===== config.mk =====
export PLATFORM = sky130hd
export DESIGN_NAME = uart_rx_framer
export DESIGN_NICKNAME = d
export VERILOG_FILES = /design/src/rtl/uart_rx_framer.sv
export SDC_FILE = /design/constraint.sdc
export NUM_CORES = 1
export LEC_CHECK = 0
export BUFFER_PORTS_ARGS = -buffer_cell sky130_fd_sc_hd__buf_2
export CAP_MARGIN = 30
export CORE_AREA = 2 2 73 75
export DETAILED_ROUTE_END_ITERATION = 7
export DIE_AREA = 0 0 75 77
export GPL_ROUTABILITY_DRIVEN = 0
export GPL_TIMING_DRIVEN = 1
export HOLD_SLACK_MARGIN = 0.03
export PLACE_DENSITY = 0.49
export SLEW_MARGIN = 20
export SYNTH_ARGS = -nofsm -noshare
export SYNTH_HDL_FRONTEND = slang
export SYNTH_SLANG_ARGS = --single-unit

===== constraint.sdc =====
create_clock -name clk -period 1.6 [get_ports clk]
set_clock_uncertainty 0.05 [all_clocks]
set_input_delay 0.32 -clock clk [delete_from_list [all_inputs] [get_ports clk]]
set_output_delay 0.32 -clock clk [all_outputs]
set_load 0.05 [all_outputs]

===== src/rtl/uart_rx_framer.sv =====
`default_nettype none
// ============================================================================
// Module   : uart_rx_framer
// Brief    : 8N1 serial receiver with a single-entry ready/valid holding
//            register. Define UART_RX_FRAME_ERR_EN to discard bad-stop-bit
//            characters and pulse frame_error instead of delivering them.
// Revision : 1.0 - initial release
// ============================================================================
module uart_rx_framer #(
    parameter int CLOCK_FREQ = 50_000_000,
    parameter int BAUD_RATE  = 115_200
) (
    input  logic       clk,
    input  logic       rst,
    input  logic       serial_in,
    output logic [7:0] data_out,
    output logic       data_out_valid,
    input  logic       data_out_ready,
    output logic       overrun,
    output logic       frame_error
);

    localparam int c_SYMBOL_EDGE_TIME = CLOCK_FREQ / BAUD_RATE;
    localparam int c_SAMPLE_TIME      = c_SYMBOL_EDGE_TIME / 2;
    localparam int c_CNT_W            = $clog2(c_SYMBOL_EDGE_TIME);

    localparam logic [c_CNT_W-1:0] c_SYM_LAST    = c_CNT_W'(c_SYMBOL_EDGE_TIME - 1);
    localparam logic [c_CNT_W-1:0] c_SAMPLE_LAST = c_CNT_W'(c_SAMPLE_TIME - 1);

    localparam logic [2:0] c_IDLE      = 3'd0;
    localparam logic [2:0] c_START     = 3'd1;
    localparam logic [2:0] c_DATA      = 3'd2;
    localparam logic [2:0] c_STOP      = 3'd3;
    localparam logic [2:0] c_WAIT_IDLE = 3'd4;

    logic               r_rx_meta;
    logic               r_rx_s;
    logic [2:0]         r_state;
    logic [c_CNT_W-1:0] r_cnt;
    logic [2:0]         r_bit_idx;
    logic [7:0]         r_shift;
    logic               r_deliver;
    logic [7:0]         r_data;
    logic               r_valid;
    logic               r_overrun;
    logic               w_accept;

    always_ff @(posedge clk or negedge rst) begin
        if (!rst) begin
            r_rx_meta <= 1'b1;
            r_rx_s    <= 1'b1;
        end else begin
            r_rx_meta <= serial_in;
            r_rx_s    <= r_rx_meta;
        end
    end

`ifdef UART_RX_FRAME_ERR_EN
    logic r_frame_error;

    always_ff @(posedge clk or negedge rst) begin
        if (!rst) begin
            r_frame_error <= 1'b0;
        end else begin
            r_frame_error <= (r_state == c_STOP) && (r_cnt == c_SYM_LAST) && !r_rx_s;
        end
    end

    assign frame_error = r_frame_error;
`else
    assign frame_error = 1'b0;
`endif

    always_ff @(posedge clk or negedge rst) begin
        if (!rst) begin
            r_state   <= c_IDLE;
            r_cnt     <= '0;
            r_bit_idx <= '0;
            r_shift   <= '0;
            r_deliver <= 1'b0;
        end else begin
            r_deliver <= 1'b0;
            case (r_state)
                c_IDLE: begin
                    r_cnt <= '0;
                    if (!r_rx_s) begin
                        r_state <= c_START;
                    end
                end
                c_START: begin
                    if (r_cnt == c_SAMPLE_LAST) begin
                        r_cnt <= '0;
                        if (r_rx_s) begin
                            r_state <= c_IDLE;
                        end else begin
                            r_state   <= c_DATA;
                            r_bit_idx <= '0;
                        end
                    end else begin
                        r_cnt <= r_cnt + 1'b1;
                    end
                end
                c_DATA: begin
                    if (r_cnt == c_SYM_LAST) begin
                        r_cnt              <= '0;
                        r_shift[r_bit_idx] <= r_rx_s;
                        r_bit_idx          <= r_bit_idx + 1'b1;
                        if (r_bit_idx == 3'd7) begin
                            r_state <= c_STOP;
                        end
                    end else begin
                        r_cnt <= r_cnt + 1'b1;
                    end
                end
                c_STOP: begin
                    if (r_cnt == c_SYM_LAST) begin
                        r_cnt <= '0;
                        if (r_rx_s) begin
                            r_deliver <= 1'b1;
                            r_state   <= c_IDLE;
                        end else begin
`ifndef UART_RX_FRAME_ERR_EN
                            r_deliver <= 1'b1;
`endif
                            // Hold off until the line returns high so a break
                            // cannot masquerade as a new start bit.
                            r_state <= c_WAIT_IDLE;
                        end
                    end else begin
                        r_cnt <= r_cnt + 1'b1;
                    end
                end
                c_WAIT_IDLE: begin
                    r_cnt <= '0;
                    if (r_rx_s) begin
                        r_state <= c_IDLE;
                    end
                end
                default: begin
                    r_state <= c_IDLE;
                    r_cnt   <= '0;
                end
            endcase
        end
    end

    assign w_accept = r_valid & data_out_ready;

    // A load coinciding with a handshake keeps valid high with the new byte.
    always_ff @(posedge clk or negedge rst) begin
        if (!rst) begin
            r_data    <= 8'h00;
            r_valid   <= 1'b0;
            r_overrun <= 1'b0;
        end else begin
            r_overrun <= 1'b0;
            if (r_deliver) begin
                if (!r_valid || w_accept) begin
                    r_data  <= r_shift;
                    r_valid <= 1'b1;
                end else begin
                    r_overrun <= 1'b1;
                end
            end else if (w_accept) begin
                r_valid <= 1'b0;
            end
        end
    end

    assign data_out       = r_data;
    assign data_out_valid = r_valid;
    assign overrun        = r_overrun;

endmodule
`default_nettype wire


Word level (Yosys, flattened, before mapping)

Index checks and enable logic that the tools add are counted.

Register bits after elaboration: 36
Input bits: 4
Output and inout bits: 11
Word-level logic and storage cells: 68

$add $sub $neg: 2
Magnitude comparators: 2
Equal/unequal tests: 15
Muxes and demuxes: 26
Bitwise gates (word level): 1
Reductions and logical operators: 12

Operators with widths:

| operator              | count |
|---|---|
| $mux W3               | 10 |
| $mux W9               | 2 |
| $pmux W9 S2           | 1 |
| $pmux W3 S5           | 1 |
| $ne A2 B2 Y1 const B  | 7 |
| $add A9 B1 Y9 const B | 1 |
| $eq A9 B8 Y1 const B  | 1 |
| $eq A9 B9 Y1 const B  | 1 |
| $bwmux W8             | 1 |
| $mux W1               | 8 |
| $eq A3 B2 Y1 const B  | 2 |
| $eq A3 B3 Y1 const B  | 2 |
| $pmux W3 S2           | 1 |
| $reduce_and A2 Y1     | 3 |
| $reduce_and A6 Y1     | 1 |
| $lt A3 B4 Y1 const B  | 1 |
| $reduce_and A4 Y1     | 1 |
| $reduce_bool A2 Y1    | 2 |
| $add A3 B1 Y3 const B | 1 |
| $demux W1 S3          | 1 |
| $eq A3 B1 Y1 const B  | 1 |
| $ge A3 B1 Y1 const B  | 1 |
| $logic_not A3 Y1      | 1 |
| $mux W2               | 1 |
| 6 further kinds       | 6 |

Longest topological paths before layout

Gate-level depths: netlist (run 1).

Depth after elaboration: 5
Depth in mapped cells: 7
Depth with buffers taken out: 6

Least setup slack after synthesis (run 1)

No wires, ideal clock.

Path type: register -> register
From: register r_cnt[1]
To: register r_shift[4]
Library setup time: 0.125 ns
Arrival: 1.521 ns
Setup slack: -0.095 ns
Cell stages (with the launch flop): 7
Clock period less this slack: 1.695 ns
Path through: dfrtp_1 inv_1 ha_1 and4b_1 nand3_2 nor4b_1 mux2_2

Cells in the longest elaborated chain, start to end: 2

Ends and longest elaborated chain:

| what                           | line | source |
|---|---|---|
| start: declaration             | 39   | `logic [c_CNT_W-1:0] r_cnt;` |
| start signal: assignment       | 100  | `r_cnt <= r_cnt + 1'b1;` |
| start signal: assignment       | 112  | `r_cnt <= r_cnt + 1'b1;` |
| start signal: assignment       | 130  | `r_cnt <= r_cnt + 1'b1;` |
| $eq A9 B9 Y1                   | 104  | `if (r_cnt == c_SYM_LAST) begin` |
| $reduce_and A2 Y1 (no line)    | --   |  |
| end signal: indexed assignment | 106  | `r_shift[r_bit_idx] <= r_rx_s;` |
| end: declaration               | 41   | `logic [7:0] r_shift;` |

Every way passes these cells.
A chain may end at the register's enable or synchronous reset.

Worst setup path in the final report (run 1)

From: register r_cnt[1]
To: register r_shift[2]

The elaborated chain is that of the path after synthesis.

==> out/results.ini, run 1 <==
[outcome]
status=finished, violations left
violations=negative setup slack

[cells_and_area]
num_antenna_cells=0
mostFrequentLayoutCell=dfrtp_1
fillCellCount=454
fin_nets=181
fin_cells=243
drive_gt1_frac=0.480
fin_util=0.442
syn_to_final_growth_pct=30.4
most-common-layout-cells=dfrtp_1 (33), buf_4 (18), nor2_1 (17), buf_2 (13), mux2_2 (12)

[floorplan]
rows=26
dieArea_mm2=0.00578
ios=15
coreArea_mm2=0.00498
die_y_um=77
initial_core_util=0.339
die_x_um=75

[power_and_ir_drop]
p_sw_frac=0.199
p_leak_nw=1.00
worst_ir_drop_vdd_uv=557
clkPwrFrac=0.448
p_seq_frac=0.531
p_comb_frac=0.021
power.switching_uw=345
p_int_mw=1.39
p_per_area_mw_per_mm2=788

[detailed_routing]
routed_via_density=4.53
drt-wirelength-per-cell_um=12.5
wirelength_um=3030
drt_iter0_markers=26
ant_nets=0
vias=1100
drt-pass1-iter-count=4
met3WireLength_um=104
drc=0
top_layer_used=met4
wl_met2_um=1400
wl_met1_um=1480

[sta]
post-route-period-util=1.09
fin_crit_ns=1.75
finalSetupTns_ns=-0.848
timing.final.ws_setup_ns=-0.147
hold_viol=0
grt_setup_unrepaired=yes
setup_viol=18
fmax_ghz=0.572
maxSlewViolCount=0

[cts]
cts_tree=yes
clk_path_buf_depth=2
cts_root_buffer=clkbuf_8
cts-buffers-inserted=5
cts_sinks=36
clk_pin_slew_ns=0.07
cts_htree_levels=2
clk_latency_ns=0.29

[critical_path]
ff2ff_setup_slack_ns=-0.15
cp_top_family=simple AND/OR/NAND/NOR gates
cp-start-kind=flip-flop
crit_chain=inv_2, ha_4, and4b_2, nand3_4, nor4b_4, mux2_4
crit_type=flip-flop to flip-flop
required_ns=1.72
critPathCaptureType=flip-flop
crit_fanout=4
critPathBufInv=1
reg2regPathDepth=6
slowest_delay_ns=0.39
crit_arrival_ns=1.87
rr_endpoint=r_shift[2]
crit_slowest_cell=dfrtp_1
reg2reg_from=r_cnt[1]

[synthesis]
synth_area_mm2=0.00169
synth_ff_type=dfrtp_1
async_flop_share=1.00
avgSynthCellArea_um2=12.1
synth-seq-cells=36
synth_cell_types=39
synth_cells=139
yosysSeqAreaShare=0.536
syn-num-nets=148
yosysWarnings=0
synth_enable_flop_cells=0

[grt]
grt_max_degree=20
grt_overflow=0
grt_pass1_vias=1109
antenna_found_initial=0
gr-usage-all-layers=0.118
grt_first_pass_wirelength_um=5120

[placement]
hpwlAfterDp_um=2140
place.port_buffers=13
place_ws_ns=-0.208
place_inst=231

[worst_hold_path]
min_from=serial_in
hold_path.class=input port to flip-flop
hold_end=r_rx_meta
whs_path_depth=1

[flow_run]
max_cap_violations=0

==> worst max-delay path by stage <==
stage          slack, ns          to  cells after the start     start
2_1_floorplan      -0.06  r_shift[3]                      6  r_cnt[0]
5_1_grt            -0.22  r_shift[2]                      6  r_cnt[1]
3_3_place_gp       -0.15  r_shift[2]                      6  r_cnt[1]
4_1_cts            -0.15  r_shift[4]                      6  r_cnt[1]
3_5_place_dp       -0.21  r_shift[2]                      6  r_cnt[1]
6_report           -0.15  r_shift[2]                      6  r_cnt[1]
==> Yosys cell counts, drive strengths merged, types with 2 or more instances <==
| cell | instances | area, µm² |
|---|---|---|
| dfrtp | 34 | 851 |
| nor2 | 19 | 71.3 |
| mux2 | 17 | 191 |
| buf | 7 | 55.1 |
| nand3 | 7 | 40.0 |
| xnor2 | 6 | 52.6 |
| ha | 5 | 62.6 |
| inv | 4 | 15.0 |
| nand2 | 4 | 15.0 |
| nand2b | 3 | 18.8 |
| nand4b | 3 | 26.3 |
| a22o | 2 | 20.0 |
| clkbuf | 2 | 8.75 |
| dfstp | 2 | 52.6 |
| nand4 | 2 | 12.5 |
| nor3 | 2 | 10.0 |
| nor3b | 2 | 26.3 |
| nor4 | 2 | 12.5 |
| nor4b | 2 | 23.8 |
| xor2 | 2 | 17.5 |
==> stage by stage <==
step / instance area [µm²] / hold slack, ns / total power [mW]
floorplan: 1700 / -0.0256 / 0.945
global placement: 1940 / 0.233 / 0.971
global route: 2200 / 0.0649 / 1.82
CTS: 2150 / 0.0714 / 1.77
detailed placement: 1940 / 0.239 / 0.972
finish: 2200 / 0.0842 / 1.73
==> power by group through the flow <==
stage	logic, mW	clock network [mW]	registers (mW)
final	0.0363	0.776	0.920
after global routing	0.0410	0.860	0.920
after CTS	0.0380	0.811	0.919
after detailed placement	0.0355	0	0.936
after global placement	0.0349	0	0.936
after floorplan	0.0120	0	0.933
==> timing repair <==
item                                   4_1_cts  5_1_grt
hold buffers                                 1        0
buffers inserted                             3        1
pin swaps                                    3        3
endpoints found under the hold margin       17        0
resized for setup                           19        9
setup endpoints to repair                   20       21
==> cell type report <==
class | instances | area (µm²) | share of cell area
inverter | 4 | 15.0 | 0.00683
timing repair buffer | 35 | 253 | 0.115
sequential | 36 | 905 | 0.411
multi-input combinational | 90 | 832 | 0.378
clock buffer | 6 | 72.6 | 0.0330
clock inverter | 2 | 35.0 | 0.0159
tap | 70 | 87.6 | 0.0398
==> state kept, by name (all words and copies together), names as in the netlist <==
signal and flops:
r_cnt 9, r_state 3, overrun 1, r_rx_s 1, data_out_valid 1, r_bit_idx 3, r_rx_meta 1, data_out 8
r_deliver 1, r_shift 8
==> per-layer routing <==
| layer | GRT usage | vias to the layer above |
|---|---|---|
| li1 | - | 547 |
| met5 | 0 | - |
| met4 | 0.0446 | 0 |
| met2 | 0.173 | 18 |
| met3 | 0.0447 | 6 |
| met1 | 0.157 | 529 |
==> kinds of logic (layout without fill, tap and decap cells) <==
kind of cell,after synthesis,in the layout,share of synthesized area
xor gates and xnor gates,8,8,0.0415
DFF,36,36,0.536
and+or+nand+nor,51,51,0.179
muxes,17,17,0.113
AOI/OAI and AO/OA,8,8,0.0445
other,1,1,0.00222
buffers and inverters,13,47,0.0467
adders and majority gates,5,5,0.0371
(Power assumes the default switching activity.)
==> run 2: changes to the inputs <==
ABC_AREA = 1   (was not set)
PLACE_DENSITY = 0.5   (was 0.49)
==> run 2 against run 1 <==
The run now ends clean; routed wire length rose by 5.7%; final cell count rose by 21%; sequential power fell by 0.4%; maximum frequency rose by 17%; synthesized cell count rose by 39%; clock power barely moved; core utilization fell by 1.3 points; register-to-register slack improved by 0.26 ns; critical path type unchanged; largest cell class unchanged.
==> out/results.ini, run 2 <==
[worst_hold_path]
whs_path_depth=1
hold_path.class=input port to flip-flop

[synthesis]
synthXorXnorAreaFrac=0.0308
yosysSeqAreaShare=0.529
avgSynthCellArea_um2=8.85
synth_compound_gate_area_share=0.0403
yosys-top-cells-count=nand2_1 (54), dfrtp_1 (34), inv_1 (25), nor2_1 (22), nand3_1 (14)
syn-num-nets=202
synth_top_family_by_area=simple AND/OR/NAND/NOR gates
synth_cell_types=25
synth_enable_flop_cells=0
synth-seq-cells=36
synth_ff_type=dfrtp_1
synthTopCellsByArea=dfrtp_1 (50%), nand2_1 (12%), inv_1 (5.5%)
synth_top_area_cell=dfrtp_1
yosysWarnings=0
synth_area_mm2=0.00171
yosysMostFrequentCell=nand2_1
synthAdderAreaFrac=0.0366
netlist.area_leader.share=0.498
synth_cells=193
synthMuxAreaShare=0.0527
async_flop_share=1.00
synth-simple-area-share=0.240

[placement]
hpwlAfterDp_um=2250
place.port_buffers=13
placed_area_mm2=0.00193

[cts]
cts_htree_levels=2
clk_latency_ns=0.28
cts_root_buffer=clkbuf_8
cts-buffers-inserted=5
clk_path_buf_depth=2
cts_sinks=36
cts_tree=yes
clk_pin_slew_ns=0.07

[floorplan]
die_y_um=77
dieArea_mm2=0.00578
initial_core_util=0.343
ios=15
rows=26
die_x_um=75
coreArea_mm2=0.00498

[critical_path]
cp-start-kind=flip-flop
required_ns=1.73
crit_arrival_ns=1.61
ff2ff_setup_slack_ns=0.11
rr_endpoint=r_shift[0]
reg2regPathDepth=9
crit_fanout=6
critPathCaptureType=flip-flop
setup.worst_path.end=r_shift[0]
reg2reg_from=r_cnt[1]
crit_type=flip-flop to flip-flop
cp-startpoint=r_cnt[1]

[grt]
gr-usage-met1=0.182
grt_first_pass_wirelength_um=5590
gr-usage-all-layers=0.128
grt_max_degree=20
grt_overflow=0
grt_util_met2=0.175
gr-usage-met3=0.0394
busiest_layer=met1
antenna_found_initial=0
grt_pass1_vias=1194

[cells_and_area]
fin_area_mm2=0.00214
largest_register=r_cnt
drive_gt1_frac=0.284
fillCellCount=494
num_antenna_cells=0
most-common-layout-cells=nand2_1 (47), dfrtp_1 (34), inv_1 (23), nor2_1 (21), buf_2 (13)
multi_input_area_um2=774
syn_to_final_growth_pct=25.1
fin_nets=233
seq_area_um2=903
mostFrequentLayoutCell=nand2_1
largest_reg_flops=9

[sta]
fmax_ghz=0.672
finalSetupTns_ns=0
setup_viol=0
fin_crit_ns=1.49
grt_setup_unrepaired=no
hold_viol=0
maxSlewViolCount=0
hold_ws_ns=0.0768
post-route-period-util=0.930

[detailed_routing]
wirelength_um=3210
drt-pass1-iter-count=4
drc=0
drt_iter0_markers=77
routed_via_density=4.29
vias=1267
ant_nets=0
drt-wirelength-per-cell_um=10.9

[power_and_ir_drop]
worst_ir_drop_vdd_uv=326
p_per_area_mw_per_mm2=812
p_leak_nw=1.10

[flow_run]
max_cap_violations=0

[outcome]
status=finished, final reports clean

[run 2: cell types whose count changed in the layout (fill, tap and decap cells not counted), moves of 5 or more]
cell	previous run	this run
nand2_1	4	47
inv_1	2	23
buf_4	18	10
nand2_2	0	7
nand3_1	5	12
o21ai_1	0	7
mux2_4	5	0
xnor2_1	6	1
[run 2: how the worst min path moves through the flow]
stage                     startpoint          end  slack, ns
final                      serial_in    r_rx_meta       0.08
after global routing       serial_in    r_rx_meta       0.06
after CTS                  serial_in    r_rx_meta       0.06
after detailed placement         rst     r_cnt[2]       0.24
after global placement           rst     r_cnt[2]       0.24
after floorplan                  rst  data_out[0]      -0.03
[run 2: worst max-delay path, stage by stage, from the launching register on]
cell	delay [ns]
dfrtp_1	0.39
inv_2	0.06
ha_2	0.16
nand2_2	0.06
nor2_4	0.10
nand2_4	0.09
nor2_4	0.20
nand3_1	0.13
nand2_1	0.07
o21ai_1	0.06
[run 2: through the flow]
stage | utilization | power, mW | setup slack, ns | instances
2_1_floorplan | - | 0.946 | 0.0894 | 193
3_5_place_dp | 0.388 | 0.975 | 0.0371 | 284
6_report | 0.429 | 1.74 | 0.113 | 295
3_3_place_gp | 0.388 | 0.975 | 0.0584 | 284
4_1_cts | 0.412 | 1.78 | 0.00978 | 293
5_1_grt | 0.429 | 1.82 | 0.00292 | 295
[run 2: cells by family after synthesis]
logic type,Yosys count
adders and majority gates,5
and+or+nand+nor,98
other,1
xor gates and xnor gates,6
AOI/OAI and AO/OA,11
DFF,36
muxes,8
buffers and inverters,28
[run 2: report_power, final]
group	total [mW]	switching (mW)	internal (mW)
registers	0.916	0.00134	0.914
clock network	0.777	0.315	0.462
logic	0.0423	0.0305	0.0117
total	1.74	0.347	1.39
[run 2: final cells by class]
type | count | area share
sequential | 36 | 0.423
multi-input combinational | 131 | 0.362
timing repair buffer | 25 | 0.0796
inverter | 25 | 0.0439
tap | 70 | 0.0410
clock buffer | 6 | 0.0340
clock inverter | 2 | 0.0164
[run 2: routing by layer]
layer | part of all wire | vias to the layer above
met2 | 0.43 | 17
met3 | 0.034 | 6
met4 | 0.022 | 0
li1 | - | 662
met1 | 0.52 | 582
met5 | 0 | -
[run 2: what timing repair did]
item	CTS	global route
setup buffers	0	0
gates resized for setup	0	21
hold buffers	1	0
hold endpoints to repair	16	0
setup endpoints to repair	0	23
==> run 3: changes to the inputs <==
PLACE_DENSITY = 0.48   (was 0.5)
clock period = 1.55 ns   (was 1.6 ns; I/O delays follow)
==> run 3 against run 2 <==
Maximum frequency down 2.2%; worst setup slack worse by 0.084 ns; design area fell by 0.12%; routed wire length rose by 4.1%; die area unchanged; combinational power fell by 3%; sequential share of layout area barely moved; sequential power up 3.2%; critical path depth unchanged; final cell count is 1.0% higher; register-to-register slack got worse by 0.08 ns; critical path type unchanged; critical endpoint is now r_cnt[4]; largest cell class unchanged; largest power group unchanged.
==> out/results.ini, run 3 (synthesis gave the netlist of run 2 again) <==
[power_and_ir_drop]
p_leak_nw=1.11
worst_ir_drop_vdd_uv=308
p_per_area_mw_per_mm2=788

[floorplan]
dieArea_mm2=0.00578
ios=15
rows=26
initial_core_util=0.343
die_y_um=77
coreArea_mm2=0.00498
die_x_um=75

[cells_and_area]
fin_util=0.429
fin_area_mm2=0.00213
fin_cells=298
num_antenna_cells=0
fillCellCount=517
most-common-layout-cells=nand2_1 (50), dfrtp_1 (34), inv_1 (24), nor2_1 (19), buf_4 (14)
largest_register=r_cnt
syn_to_final_growth_pct=25.0
fin_nets=236
mostFrequentLayoutCell=nand2_1
drive_gt1_frac=0.276
largest_reg_flops=9

[sta]
grt_setup_unrepaired=yes
post-route-period-util=0.981
fmax_ghz=0.657
setup_viol=0
hold_viol=0
fin_crit_ns=1.52
maxSlewViolCount=0

[detailed_routing]
drt_iter0_markers=48
drt-pass1-iter-count=4
wirelength_um=3340
drc=0
vias=1307
routed_via_density=4.39
drt-wirelength-per-cell_um=11.2
ant_nets=0

[critical_path]
critPathBufInv=1
ff2ff_setup_slack_ns=0.03
cp_top_family=simple AND/OR/NAND/NOR gates
crit_slowest_cell=dfrtp_1
required_ns=1.67
crit_fanout=5
crit_arrival_ns=1.64
cp-start-kind=flip-flop
critPathCaptureType=flip-flop
slowest_delay_ns=0.43
crit_type=flip-flop to flip-flop
crit_chain=inv_1, ha_1, nand2_1, nor2_1, nand2_1, nand2_2, nand2_4, a21oi_4, nor2_1

[grt]
grt_pass1_vias=1146
grt_max_degree=19
antenna_found_initial=0
gr-usage-all-layers=0.121
grt_first_pass_wirelength_um=5270
grt_overflow=0

[cts]
clk_path_buf_depth=2
cts_tree=yes
cts-buffers-inserted=5
cts_sinks=36
cts_root_buffer=clkbuf_8
cts_htree_levels=2
clk_pin_slew_ns=0.07
clk_latency_ns=0.29

[placement]
placed_area_mm2=0.00194
place_inst=286
place.port_buffers=13
hpwlAfterDp_um=2230

[worst_hold_path]
hold_path.class=input port to flip-flop

[outcome]
status=finished, final reports clean

[flow_run]
max_cap_violations=0

==> run 3: changes by cell type in the layout (fill, tap and decap cells not counted), sizes merged <==
| cell | before | now |
|---|---|---|
| buf | 24 | 27 |
| bufinv | 1 | 0 |
| clkbuf | 6 | 7 |
| clkinv | 1 | 0 |
| clkinvlp | 0 | 1 |
==> run 3: what timing repair did <==
action                     in CTS  in global routing
hold endpoints to repair       14                  0
buffers inserted                0                  1
gates resized for setup         0                 18
hold buffers                    1                  0
setup endpoints to repair       0                 23
==> run 3: metal layers <==
metal / part of all wire / vias to the layer above / GRT usage / wire length (µm)
li1: - / 666 / - / -
met1: 0.50 / 608 / 0.176 / 1660
met2: 0.44 / 26 / 0.161 / 1480
met3: 0.034 / 7 / 0.0394 / 113
met4: 0.024 / 0 / 0.0536 / 79
met5: 0 / - / 0 / 0
==> run 3: area by class of cell <==
class | instances | area [µm²] | area share
Multi-Input combinational cell | 131 | 776 | 0.363
Sequential cell | 36 | 903 | 0.423
Inverter | 25 | 93.8 | 0.0440
Clock buffer | 7 | 86.3 | 0.0404
Tap cell | 70 | 87.6 | 0.0410
Timing Repair Buffer | 28 | 180 | 0.0844
Clock inverter | 1 | 7.51 | 0.00352
==> run 3: where the power goes <==
group          internal (mW)  leakage, nW  switching (mW)
combinational         0.0104        0.581          0.0306
clock                  0.361       0.0445           0.335
sequential             0.944        0.481         0.00127
==> run 3: worst reg2reg max path: stages (launching register included) <==
cell and delay (ns):
dfrtp_1 0.43, inv_1 0.07, ha_1 0.14, nand2_1 0.05
nor2_1 0.08, nand2_1 0.09, nand2_2 0.11, nand2_4 0.09
a21oi_4 0.22, nor2_1 0.08
==> run 3: path summary, 6_finish.rpt <==
check	startpoint	to	cells after the start
worst max-delay path	r_cnt[0]	r_cnt[4]	9
worst min-delay path	serial_in	r_rx_meta	1
worst max register to register	r_cnt[0]	r_cnt[4]	9
worst min register to register	r_rx_meta	r_rx_s	0
max in group asynchronous	rst	r_shift[0]	3
min in group asynchronous	rst	r_cnt[2]	2
==> run 3: per-stage QoR <==
step	total power [mW]	worst slack (ns)	setup TNS, ns	hold slack (ns)
floorplan	0.976	0.0394	0	-0.0356
global placement	1.00	0.0335	0	0.215
detailed placement	1.00	0.00831	0	0.214
CTS	1.71	0.0000233	0	0.0554
global route	1.76	-0.0679	-0.441	0.0525
finish	1.68	0.0289	0	0.0672
